[src/rtl/joybus_poll_sched.sv]
`timescale 1ns/1ps
// JOYBUS command scheduler: auto-poll vs manual arbitration, ORIGIN handshake, timeout with bounded retry.
// Optional build macro JOYBUS_SCHED_STATS_EN adds saturating ok/err transaction counters.
module joybus_poll_sched #(
  parameter int POLL_CYCLES    = 500000,
  parameter int TIMEOUT_CYCLES = 2500,
  parameter int GAP_CYCLES     = 25,
  parameter int MAX_RETRY      = 3
) (
  input  logic        clk,
  input  logic        rst,
  input  logic        auto_en,
  input  logic        manual_req,
  input  logic [7:0]  manual_cmd,
  output logic        manual_done,
  output logic        cmd_rdy,
  output logic [7:0]  cmd_data,
  input  logic        tx_done,
  input  logic        rx_done,
  input  logic        rx_err,
  input  logic [31:0] rx_data,
  output logic [31:0] cntlr_data,
  output logic        cntlr_data_vld,
  output logic        origin_done,
  output logic        link_err,
  output logic        busy,
  output logic [15:0] ok_cnt,
  output logic [15:0] err_cnt
);
  localparam int PW = $clog2(POLL_CYCLES + 1);
  localparam int TW = $clog2(TIMEOUT_CYCLES + 1);
  localparam int GW = $clog2(GAP_CYCLES + 1);
  localparam int RW = $clog2(MAX_RETRY + 1);
  localparam logic [PW-1:0] POLL_LAST = PW'(POLL_CYCLES - 1);
  localparam logic [TW-1:0] TO_LAST   = TW'(TIMEOUT_CYCLES - 1);
  localparam logic [GW-1:0] GAP_LAST  = GW'(GAP_CYCLES - 1);
  localparam logic [RW-1:0] RETRY_MAX = RW'(MAX_RETRY);
  localparam logic [7:0]    CMD_ORIGIN = 8'h00;
  localparam logic [7:0]    CMD_POLL   = 8'h01;

  typedef enum logic [2:0] {IDLE, ISSUE, WAIT_TX, WAIT_RX, GAP} state_t;
  state_t state, state_nxt;

  logic [PW-1:0] poll_cnt;
  logic [TW-1:0] to_cnt;
  logic [GW-1:0] gap_cnt;
  logic [RW-1:0] retry_cnt, retry_inc;
  logic          poll_pend, poll_wrap, poll_take;
  logic          src_manual, retry_pend;
  logic          rx_ok, rx_fail, drop;

  assign poll_wrap = auto_en && (poll_cnt == POLL_LAST);
  assign poll_take = (state == IDLE) && !manual_req && poll_pend;
  assign rx_ok     = (state == WAIT_RX) && rx_done && !rx_err;
  // rx_done wins over the timeout in the last count cycle
  assign rx_fail   = (state == WAIT_RX) && (rx_done ? rx_err : (to_cnt == TO_LAST));
  assign retry_inc = retry_cnt + RW'(1);
  assign drop      = rx_fail && (retry_inc >= RETRY_MAX);

  always_ff @(posedge clk or posedge rst) begin
    if (rst) state <= IDLE;
    else     state <= state_nxt;
  end

  always_comb begin
    state_nxt = state;
    case (state)
      IDLE:    if (manual_req || poll_pend) state_nxt = ISSUE;
      ISSUE:   state_nxt = WAIT_TX;
      WAIT_TX: if (tx_done) state_nxt = WAIT_RX;
      WAIT_RX: if (rx_ok || rx_fail) state_nxt = GAP;
      GAP:     if (gap_cnt == GAP_LAST) state_nxt = retry_pend ? ISSUE : IDLE;
      default: state_nxt = IDLE;
    endcase
  end

  always_comb begin
    cmd_rdy = (state == ISSUE);
    busy    = (state != IDLE);
  end

  always_ff @(posedge clk or posedge rst) begin
    if (rst) begin
      poll_cnt       <= '0;
      poll_pend      <= 1'b0;
      to_cnt         <= '0;
      gap_cnt        <= '0;
      retry_cnt      <= '0;
      retry_pend     <= 1'b0;
      src_manual     <= 1'b0;
      cmd_data       <= '0;
      cntlr_data     <= '0;
      cntlr_data_vld <= 1'b0;
      origin_done    <= 1'b0;
      manual_done    <= 1'b0;
      link_err       <= 1'b0;
    end else begin
      cntlr_data_vld <= 1'b0;
      manual_done    <= 1'b0;
      link_err       <= 1'b0;
      // a wrap while a poll is still pending is simply absorbed
      if (!auto_en) poll_cnt <= '0;
      else          poll_cnt <= poll_wrap ? '0 : poll_cnt + PW'(1);
      poll_pend <= auto_en && ((poll_pend && !poll_take) || poll_wrap);

      if (state == IDLE) begin
        if (manual_req) begin
          cmd_data   <= manual_cmd;
          src_manual <= 1'b1;
        end else if (poll_pend) begin
          cmd_data   <= origin_done ? CMD_POLL : CMD_ORIGIN;
          src_manual <= 1'b0;
        end
      end

      to_cnt  <= (state == WAIT_RX) ? to_cnt + TW'(1) : '0;
      gap_cnt <= (state == GAP) ? gap_cnt + GW'(1) : '0;

      if (rx_ok) begin
        retry_cnt   <= '0;
        retry_pend  <= 1'b0;
        manual_done <= src_manual;
        if (cmd_data == CMD_POLL) begin
          cntlr_data     <= rx_data;
          cntlr_data_vld <= 1'b1;
        end
        if (cmd_data == CMD_ORIGIN) origin_done <= 1'b1;
      end else if (drop) begin
        retry_cnt   <= '0;
        retry_pend  <= 1'b0;
        link_err    <= 1'b1;
        origin_done <= 1'b0;
        manual_done <= src_manual;
      end else if (rx_fail) begin
        retry_cnt  <= retry_inc;
        retry_pend <= 1'b1;
      end
    end
  end

`ifdef JOYBUS_SCHED_STATS_EN
  logic [15:0] ok_q, err_q;
  always_ff @(posedge clk or posedge rst) begin
    if (rst) begin
      ok_q  <= '0;
      err_q <= '0;
    end else begin
      if (rx_ok && ok_q != 16'hFFFF)    ok_q  <= ok_q + 16'd1;
      if (rx_fail && err_q != 16'hFFFF) err_q <= err_q + 16'd1;
    end
  end
  assign ok_cnt  = ok_q;
  assign err_cnt = err_q;
`else
  assign ok_cnt  = '0;
  assign err_cnt = '0;
`endif

endmodule

[config.mk]
export PLATFORM = sky130hd
export DESIGN_NAME = joybus_poll_sched
export DESIGN_NICKNAME = d
export VERILOG_FILES = /design/src/rtl/joybus_poll_sched.sv
export SDC_FILE = /design/constraint.sdc
export NUM_CORES = 1
export LEC_CHECK = 0
export CAP_MARGIN = 20
export CORE_ASPECT_RATIO = 1.4
export CORE_UTILIZATION = 47
export CTS_CLUSTER_DIAMETER = 150
export DETAILED_ROUTE_END_ITERATION = 12
export PLACE_DENSITY = 0.92
export SYNTH_ARGS = -nofsm -noshare
export SYNTH_HDL_FRONTEND = slang
export SYNTH_SLANG_ARGS = --single-unit
[constraint.sdc]
create_clock -name clk -period 3 [get_ports clk]
set_input_delay 0.45 -clock clk [delete_from_list [all_inputs] [get_ports clk]]
set_output_delay 0.45 -clock clk [all_outputs]
set_load 0.05 [all_outputs]
Word-level counts from Yosys, hierarchy flattened
Index checks and enable logic that the tools add are counted.
{ "op_classes": {"n_addsub": 4, "multipliers": 0, "n_div": 0, "n_lt_le_gt_ge": 1, "eq_ne": 13, "n_shift": 0, "mux": 31, "bitwise": 0, "n_reduce_logical": 25} }
{ "ops": {"columns": ["cell", "n"], "rows": [
  ["$mux 19", 2],
  ["$add 19x1->19 const B", 1],
  ["$eq 19x19->1 const B", 1],
  ["$mux 1", 17],
  ["$mux 8", 2],
  ["$pmux 3 s5", 1],
  ["$add 12x1->12 const B", 1],
  ["$eq 12x12->1 const B", 1],
  ["$mux 12", 1],
  ["$mux 3", 4],
  ["$logic_and 1x1->1", 9],
  ["$eq 8x1->1 const B", 1],
  ["$logic_not 8->1", 1],
  ["$eq 3x2->1 const B", 2],
  ["$mux 2", 3],
  ["$ne 2x1->1 const B", 3],
  ["$reduce_and 2->1", 3],
  ["$reduce_bool 3->1", 2],
  ["$add 5x1->5 const B", 1],
  ["$eq 5x5->1 const B", 1],
  ["$mux 5", 1],
  ["$ne 2x2->1 const B", 2],
  ["$reduce_and 4->1", 1],
  ["$reduce_bool 2->1", 2],
  ["other kinds (7)", 11]
]} }
{ "word_totals": {"reg_bits": 88, "latchBits": 0, "mem_bits_rw": 0, "rom_bits": 0, "output_inout_bits": 78, "wordCells": 88, "mem_count": 0} }

Longest topological paths before layout
Gate-level depths: netlist of run 1.
{ "depth": {"word_depth": 7, "depth_mapped": 6, "ltp_nobuf": 6} }

Worst setup path after synthesis of run 1
Ideal clock, no wire load.
{ "synth_path": {"path_type": "register to output", "start": "register state[2]", "end": "output port cmd_rdy", "t_arrival_ps": 1710, "required_ps": 2550, "path_slack_ps": 840, "stages_incl_launch_ff": 3, "path_buffers": 1, "path_cell_list": "dfrtp_1 clkbuf_1 nor3b_1"} }
{ "synth_via": {"elab_chain_len": 1} }
{ "synth_lines": {"columns": ["item", "line_no", "rtl"], "rows": [
  ["from (decl)", "42", "state_t state, state_nxt;"],
  ["from (signal assigned)", "62", "else state <= state_nxt;"],
  ["$eq 3x1->1", "78", "cmd_rdy = (state == ISSUE);"],
  ["to (decl)", "16", "output logic cmd_rdy,"]
]} }
Every way passes these cells.

Final worst setup path of run 1
{ "layout_path": {"start": "register state[2]", "end": "output port busy"} }
{ "layout_via": {"elab_chain_len": 1} }
{ "layout_lines": {"columns": ["item", "line_no", "rtl"], "rows": [
  ["$reduce_bool 3->1", "79", "busy = (state != IDLE);"],
  ["to (decl)", "26", "output logic busy,"]
]} }
Every way passes these cells.

==> results of run 1 <==
## per-stage QoR
| stage | instances | instance area (um^2) | setup WS, ns |
|---|---|---|---|
| after floorplan | 389 | 4190 | 0.2714 |
| after global placement | 544 | 4976 | 0.7447 |
| after detailed placement | 544 | 4976 | 0.6281 |
| after CTS | 560 | 5323 | 0.4512 |
| after global routing | 560 | 5323 | 0.3370 |
| final | 560 | 5323 | 0.4447 |
## per-layer routing
layer  track usage (%)  routed length [um]  part of all wire [%]  up-vias
met4             9.643                 189                   2.1        0
li1                  -                   -                     -     1391
met5                 0                   0                     0        -
met1             23.62                3443                    38     1496
met2             36.72                4759                    53      134
met3             3.984                 583                   6.5       17
## sequential cells by signal (all words and copies together) (netlist names), 2 cells and up
register	cells
poll_cnt	19
gap_cnt	5
cmd_data	8
to_cnt	12
retry_cnt	2
cntlr_data	32
state	3
## cell usage after synthesis, types with 2 or more instances
cell type  number
a21o_1          2
a21oi_1        12
a22o_1          7
and2_1          5
and3_1          4
and3b_1         3
and4_1          3
buf_4          35
clkbuf_1        4
dfrtp_1        88
ha_1            5
inv_1           8
mux2_2         33
nand2_1        18
nand3_1        15
nand4_1         8
nor2_1         26
nor2b_1         3
nor3_1          7
nor4_1          6
o21ai_0        12
o31ai_1         6
or3_1           6
or4_1           3
xnor2_1         8
xor2_1         12
## worst max-delay path: cells and delay by family (launching register included)
kind	cells	cell delay, ns
DFF	1	0.49
and+or+nand+nor	1	0.39
buffers and inverters	2	0.88
## path summary, 6_finish.rpt
| check | startpoint | end | slack (ns) | cells after the start |
|---|---|---|---|---|
| max | state[2]$_DFFE_PP0P_ | busy | 0.44 | 3 |
| min | poll_cnt[0]$_DFF_PP0_ | poll_cnt[0]$_DFF_PP0_ | 0.49 | 1 |
| max reg2reg | cmd_data[4]$_DFFE_PP0P_ | cntlr_data[21]$_DFFE_PP0P_ | 0.77 | 5 |
| min reg2reg | poll_cnt[0]$_DFF_PP0_ | poll_cnt[0]$_DFF_PP0_ | 0.49 | 1 |
| max in group asynchronous | rst | poll_cnt[14]$_DFF_PP0_ | 2.13 | 3 |
| min in group asynchronous | rst | cntlr_data[18]$_DFFE_PP0P_ | 0.55 | 3 |
## kinds of logic (layout without fill, tap and decap cells)
| kind of cell | Yosys count | in the layout | share of synthesized area (%) |
|---|---|---|---|
| mux | 33 | 33 | 9.122 |
| other cells | 1 | 32 | 0.09205 |
| simple gates | 117 | 117 | 15.66 |
| buf+inv | 49 | 118 | 7.954 |
| xor+xnor | 20 | 20 | 4.300 |
| fa+ha+maj | 5 | 5 | 1.536 |
| compound gates | 45 | 45 | 7.279 |
| flops | 88 | 88 | 54.05 |
## area by class of cell
class                      count  share of cell area (%)
sequential                    88                   41.37
multi-input combinational    252                   31.31
timing repair buffer          94                   17.82
clock buffer                  11                   4.560
tap                          102                   2.398
clock inverter                 5                   1.951
inverter                       8                  0.5877
## power by group
group	internal, mW	leakage (nW)	switching [mW]	total (mW)
Sequential	1.37	1.20	0.155	1.52
Clock	0.836	0.170	0.441	1.28
Combinational	0.472	0.985	0.885	1.36
==> metrics.md, run 1 <==
| Metric | Value |
|---|---|
| Final worst clock skew | 0.007085 ns |
| CTS H-tree depth | 3 |
| Nets | 505 |
| Power after layout | 4.158 mW |
| DRC violation count after routing | 0 |
| Multi-input gate area | 1667 um^2 |
| Total count of max-transition violations in the final report | 0 |
| Wire length per cell | 16.03 um |
| HPWL after detailed placement | 6.292 mm |
| Num CTS Buffers | 9 |
| Setup_tns | 0 ns |
| CTS tree | yes |
| Detailed router's first-iteration violation count | 213 |
| Number of failing hold endpoints at the final stage | 0 |
| Sum of overflow across all layers after global routing | 0 |
| End-of-flow core utilization | 64.16% |
| CP Class | reg2out |
| Overall routed net length | 8.976 mm |
| Fraction of layout cells with a size suffix above 1 | 12.45% |
| Sequence of cells on the critical path | nor3_1, inv_1, clkdlybuf4s50_1 |
| Result of the run | complete, no violations |
| Share of the cycle needed by the critical path after routing | 85.18% |
| Horizontal die dimension | 80.69 um |
| I/O pins | 125 |
| Peak fanout along the critical path | 12 |
| Commonest non-fill, non-tap cells in the layout | clkdlybuf4s50_1, dfrtp_1, mux2_2 |
| Cell Pwr Density | 781.3 nW/um^2 |
| Maximum count of clock buffers along a single path | 2 |
| Routed vias/inst | 5.425 |
| Hold buffer count at CTS | 0 |
| Number of global-route vias before repair | 2938 |
| Data arrival time of the critical path | 2.11 ns |
| Min cycle time layout | 2.555 ns |
| Library cells used by synthesis | 45 |
| Detailed-routing iteration count for the pre-antenna-repair pass | 4 |
| Die height | 112.2 um |
| Number of synthesized flops with an enable pin | 0 |
| Library cell occupying the most area in the post-synthesis netlist | dfrtp_1 |
| Fill count | 625 |
| Global-route wire length before repair | 14.01 mm |
| Post-synthesis to final-layout area growth | 30.65% |
| Proportion of synthesized chip area in sequential cells | 54.05% |
| Site row count | 39 |
| Area fraction of the dominant cell type after synthesis | 54.05% |
| Count of synthesis-stage warnings from yosys | 0 |
| Vias after detailed routing | 3038 |
| Port-buffer cells | 92 |
| Most frequently used flop master after synthesis | dfrtp_1 |
| Post_cts resized | 0 |
| Flip-flop and latch area | 2202 um^2 |
| Measured slew at the worst slew-check pin | 0.6689 ns |
| Biggest area contributors in the synthesized netlist | dfrtp_1, mux2_2, buf_4 |
| Critical path data required time | 2.55 ns |
| Worst setup EP type | output port |
| Number of storage elements in the synthesis netlist | 88 |
| Number of antenna repair diodes | 0 |
| Postcts setup bufs | 0 |
| CP max-delay cell | clkdlybuf4s50_1 |
| Floorplan die area | 9050 um^2 |
| Worst IR Drop VDD | 638.8 uV |
| RSZ-0062 raised after global routing | false |
| Post-Synthesis Mean Instance Area | 11.38 um^2 |
| Cell at the root of the clock tree | clkbuf_16 |
| Worst-path clk slew | 0.06 ns |
| Worst hold slack after final layout | 0.4853 ns |
| Clock latency at the later pin of the worst-skew pair | 0.34 ns |
| Share of async-settable or async-resettable flops after synthesis | 100.0% |
| Final Wtd Congestion | 0.8565 |
| Commonest non-fill, non-tap cell in the layout | clkdlybuf4s50_1 |
| Worst-case headroom to the max-slew limit | 55.41% |
| Maximum clock frequency | 391.3 MHz |
| Max Cap Viol | 0 |
| Core outline area | 8295 um^2 |
| Critical path startpoint category | flip-flop |
| Delay of the slowest cell on the worst path | 0.73 ns |
| Final setup viols | 0 |
| Starting Density | 49.11% |
| Global routing usage summed across all routing layers | 20.76% |
| Residual antenna-violating net count after detailed routing | 0 |
| Leak Pwr | 2.351 nW |
| Number of antenna violations at the first check in global routing | 0 |
| Maximum number of pins on one net before global-route repair | 89 |
| Hold crit path type | reg2reg |
| Post-Syn Area | 4074 um^2 |
| Sinks on Clock Net | 88 |
| Cells after synthesis | 358 |
(Power assumes the default switching activity.)
==> run 2: changes to the inputs <==
--- a/config.mk
+++ b/config.mk
@@ -11,6 +11,7 @@
 export CTS_CLUSTER_DIAMETER = 150
 export DETAILED_ROUTE_END_ITERATION = 12
 export PLACE_DENSITY = 0.92
+export SKIP_LAST_GASP = 1
 export SYNTH_ARGS = -nofsm -noshare
 export SYNTH_HDL_FRONTEND = slang
 export SYNTH_SLANG_ARGS = --single-unit
==> results of run 2 <==
Same layout as run 1: the final DEF is identical, and so are final timing and power.
